<file path="src/rtl/temp_osc_measure.sv">
// Ring-oscillator temperature sensor back-end.
// Duty-cycles the analog oscillator (SETTLE -> COUNT -> OFF), counts rising
// edges of the synchronized oscillator output during the COUNT window and
// publishes a saturated 8-bit result with a one-cycle valid strobe.
module temp_osc_measure #(
  parameter int SETTLE_CYCLES = 4,
  parameter int WINDOW_CYCLES = 64,
  parameter int OFF_CYCLES    = 8
) (
  input  logic       lf_clk,
  input  logic       rst,
  input  logic       ana_clk,
  output logic       ana_en,
  output logic [7:0] delta,
  output logic       delta_valid
);

  typedef enum logic [1:0] {
    SETTLE,
    COUNT,
    OFF
  } state_t;

  // SETTLE leaves when the phase reaches SETTLE_CYCLES. After reset the phase
  // starts at 0, so the reset cycle itself (oscillator still off) acts as the
  // lead-in; re-entries from OFF start at phase 1 so every later SETTLE lasts
  // exactly SETTLE_CYCLES cycles with the oscillator enabled.
  localparam logic [15:0] SETTLE_LAST = 16'(SETTLE_CYCLES);
  localparam logic [15:0] WINDOW_LAST = 16'(WINDOW_CYCLES - 1);
  localparam logic [15:0] OFF_LAST    = 16'(OFF_CYCLES - 1);

  state_t      state;
  state_t      state_next;
  logic [15:0] phase;
  logic [15:0] phase_next;
  logic [7:0]  edges;
  logic [7:0]  edges_next;
  logic [7:0]  total;
  logic        s1;
  logic        s2;
  logic        s3;
  logic        rise;
  logic        done;

  // Two-flop synchronizer plus history flop; runs in every state.
  always_ff @(posedge lf_clk or posedge rst) begin
    if (rst) begin
      s1 <= 1'b0;
      s2 <= 1'b0;
      s3 <= 1'b0;
    end else begin
      s1 <= ana_clk;
      s2 <= s1;
      s3 <= s2;
    end
  end

  assign rise  = s2 & ~s3;
  // Saturating edge total including any edge detected in the current cycle.
  assign total = (rise && (edges != 8'hFF)) ? edges + 8'd1 : edges;

  // Next-state, phase and edge-counter logic.
  always_comb begin
    state_next = state;
    phase_next = phase + 16'd1;
    edges_next = edges;
    done       = 1'b0;
    case (state)
      SETTLE: begin
        if (phase == SETTLE_LAST) begin
          state_next = COUNT;
          phase_next = 16'd0;
          edges_next = 8'd0;
        end
      end
      COUNT: begin
        edges_next = total;
        if (phase == WINDOW_LAST) begin
          state_next = OFF;
          phase_next = 16'd0;
          done       = 1'b1;
        end
      end
      OFF: begin
        if (phase == OFF_LAST) begin
          state_next = SETTLE;
          phase_next = 16'd1;
        end
      end
      default: begin
        state_next = SETTLE;
        phase_next = 16'd0;
      end
    endcase
  end

  // State, counters and registered outputs; ana_en follows the state being entered.
  always_ff @(posedge lf_clk or posedge rst) begin
    if (rst) begin
      state       <= SETTLE;
      phase       <= 16'd0;
      edges       <= 8'd0;
      ana_en      <= 1'b0;
      delta       <= 8'd0;
      delta_valid <= 1'b0;
    end else begin
      state       <= state_next;
      phase       <= phase_next;
      edges       <= edges_next;
      ana_en      <= (state_next != OFF);
      delta_valid <= done;
      if (done) begin
        delta <= total;
      end
    end
  end

endmodule

</file>
<file path="config.mk">
export PLATFORM = sky130hd
export DESIGN_NAME = temp_osc_measure
export DESIGN_NICKNAME = d
export VERILOG_FILES = /design/src/rtl/temp_osc_measure.sv
export SDC_FILE = /design/constraint.sdc
export NUM_CORES = 1
export LEC_CHECK = 0
export ABC_AREA = 1
export CAP_MARGIN = 20
export CORE_ASPECT_RATIO = 0.5
export CORE_MARGIN = 2
export CORE_UTILIZATION = 60
export CTS_CLUSTER_DIAMETER = 150
export CTS_CLUSTER_SIZE = 40
export DETAILED_ROUTE_END_ITERATION = 6
export PLACE_DENSITY = 0.82
export SYNTH_ARGS = -nofsm -noshare
export SYNTH_HDL_FRONTEND = slang
export SYNTH_SLANG_ARGS = --single-unit
</file>
<file path="constraint.sdc">
create_clock -name lf_clk -period 3.6 [get_ports lf_clk]
set_input_delay 0.9 -clock lf_clk [delete_from_list [all_inputs] [get_ports lf_clk]]
set_output_delay 0.9 -clock lf_clk [all_outputs]
set_load 0.1 [all_outputs]
</file>
==> results.toml <==
[clocking]
numCtsBuffers = 5
cts_setup_buffers = 0
hold_buffers = 0
clkTransAtPathRegs_ns = 0.07
ctsResizeCount = 0
h-tree-depth = 2
tritoncts = "built"
clockBufferDepth = 2
clock_sinks = 39
clk_latency_ns = 0.29
cts_root_buf = "clkbuf_8"

[yosys]
synth_top_family_by_area = "simple AND/OR/NAND/NOR gates"
avgSynthCellArea_sq_um = 7.439
synth_flop_cell = "dfrtp_1"
synth-simple-area-share_pct = 40.59
synth_compound_area_share_pct = 3.991
netlist-cell-type-count = 25
synthCells = 295
synthesis.area_sq_um = 2195
synth_fp_nets = 302
synth_mux_area_share_pct = 0
seq_area_frac_synth_pct = 44.47
synthAdderAreaFrac_pct = 2.281
synth-async-reset-ratio_pct = 100.0
synth_xor_area_share_pct = 2.395
synth_edf_count = 0
yosysWarnings = 0
synth-seq-cells = 39

[placement]
numPortBuffers = 12
hpwl_mm = 3.214
place_congestion = 0.8753
dpl_cell_area_sq_um = 2355

[timing]
slew_violations = 0
fmax_mhz = 374.2
period_needed_ns = 2.672
fin_setup_tns_ns = 0
fin_skew_ns = 0.004596
tightestPinTransition_ns = 0.9696
relSlewSlack_pct = 35.16
hold_viol = 0
setup_viol = 0
rsz0062_at_grt = "false"
min_period_over_period_pct = 74.23

[worst_setup_path]
worst_setup_path_end_kind = "output port"
cp_top_family = "buffers and inverters"
crit_slowest_cell = "clkdlybuf4s50_1"
startpoint_type = "flip-flop"
r2r-end = "edges[3]"
worst-path-buf-inv = 1
worstPathRequired_ns = 2.70
r2r-start = "state[0]"
ff2ff_path_depth = 5
timing_worst_setup_path_type = "flip-flop to output port"
cpPeakStageDelay_ns = 1.13
r2r_slack_ns = 1.84
cp.arrival_ns = 1.77
crit_fanout = 2
crit_chain = "clkdlybuf4s50_1"

[run]
maxCapViolCount = 0

[drt]
totalWireLength_mm = 4.534
vias = 1952
drtAntennaViolNets = 0
drt_first_iter_violations = 88
dr.pass1.iters = 4
via_per_inst = 5.363
avgRoutedWirePerCell_um = 12.46
drc = 0

[pwr]
p_sw_uw = 285.2
vdd_drop_max_mv = 0.2261
p_seq_share_pct = 52.6
p_leak_uw = 0.001189
combPwrFrac_pct = 14.7
p_per_area_nw_per_um2 = 402.6
switching_share_pct = 28.86
power_frac_clock_pct = 32.7
internal-power_uw = 703.1

[finish]
drive_above_1_share_pct = 10.22
fin_nets = 319
n_antenna_cell = 0
syn2layout_area_growth_pct = 11.86
final_cell_mix = "88 x nand2_1, 50 x nand3_1, 39 x dfrtp_1"
final_cell_area_sq_um = 2455
mostFrequentLayoutCell = "nand2_1"
fill_cells = 281

[floorplanning]
start_util_pct = 63.21
ioPinCount = 13
fp.dieW_um = 89.53
dieArea_sq_um = 4187
core_area_sq_um = 3472
die_y_um = 46.77
rows = 15

[global_routing]
grt_use_total_pct = 24.43
grt_overflow_total = 0
first_global_vias = 1809
antenna_found_initial = 0
grt_first_pass_wirelength_mm = 7.728
grt_max_degree = 40

[min_path]
min_from = "s1"
hold_end = "s2"
worstHoldPathType = "flip-flop to flip-flop"
whs_path_depth = 0

[status]
status = "finished clean"
## final cells by class
class / count / area (sq um) / area share [%]
timing repair buffer: 13 / 117.6 / 4.791
inverter: 31 / 116.4 / 4.740
sequential: 39 / 975.9 / 39.76
tap: 51 / 63.81 / 2.599
clock buffer: 8 / 100.1 / 4.077
multi-input combinational: 222 / 1081 / 44.04
## how the worst max path moves through the flow
stage | start | to | slack [ns] | depth (start not counted)
2_1_floorplan | delta[0] | delta[0] | 1.80 | 0
5_1_grt | delta[7] | delta[7] | 0.90 | 1
3_5_place_dp | delta[3] | delta[3] | 1.24 | 1
3_3_place_gp | delta[2] | delta[2] | 1.25 | 1
6_report | delta[3] | delta[3] | 0.93 | 1
4_1_cts | delta[3] | delta[3] | 0.92 | 1
## kinds of logic after synthesis
family	Yosys count
buf+inv	34
xor+xnor	6
fa+ha+maj	4
compound gates	15
flops	39
simple gates	197
## synthesized netlist by cell type (3+ instances only)
cell / count / share of area [%]
nand3_1: 50 / 11
ha_1: 4 / 2.3
a21oi_1: 3 / 0.68
nand2_2: 3 / 0.86
inv_1: 26 / 4.4
nand2_1: 88 / 15
inv_2: 5 / 0.86
xor2_1: 5 / 2.0
nand3_2: 3 / 1.4
nand4_1: 4 / 1.1
nor3_1: 5 / 1.1
nor2_2: 3 / 0.86
dfrtp_1: 39 / 44
o21bai_1: 3 / 1.0
o21ai_1: 6 / 1.4
nor2_4: 3 / 1.5
nor2_1: 36 / 6.2
## power by group through the flow
stage          Clock, uW  Sequential (uW)  Combinational (uW)
6_report             323              519                 146
5_1_grt              345              527                 172
4_1_cts              329              518                 146
3_5_place_dp           0              525                 146
3_3_place_gp           0              523                 138
2_1_floorplan          0              515                 120
## registers in the layout, summed over array words and instances, names as in the netlist
signal and cells:
s2 1, s1 1, ana_en 1, edges 8
delta 8, state 2, s3 1, phase 16
delta_valid 1
## through the flow
stage               total power (uW)  setup WS (ns)  utilization (%)  hold WS [ns]  std cells
floorplan                      635.1          1.802                -        0.3312        295
global placement               661.6          1.253            67.82        0.3318        356
detailed placement             670.5          1.237            67.82        0.3356        356
CTS                            992.6         0.9164            70.70        0.3518        364
global route                    1044         0.8952            70.70        0.3616        364
finish                         988.3         0.9276            70.70        0.3488        364
## metal layers
layer,GRT usage (%),wire length (um),share of wire (%)
met4,9.552,53,1.2
met3,5.800,187,4.1
met1,30.11,2091,46
met2,43.11,2201,49
met5,0,0,0
Note: power is estimated with default switching activity, not from simulation.
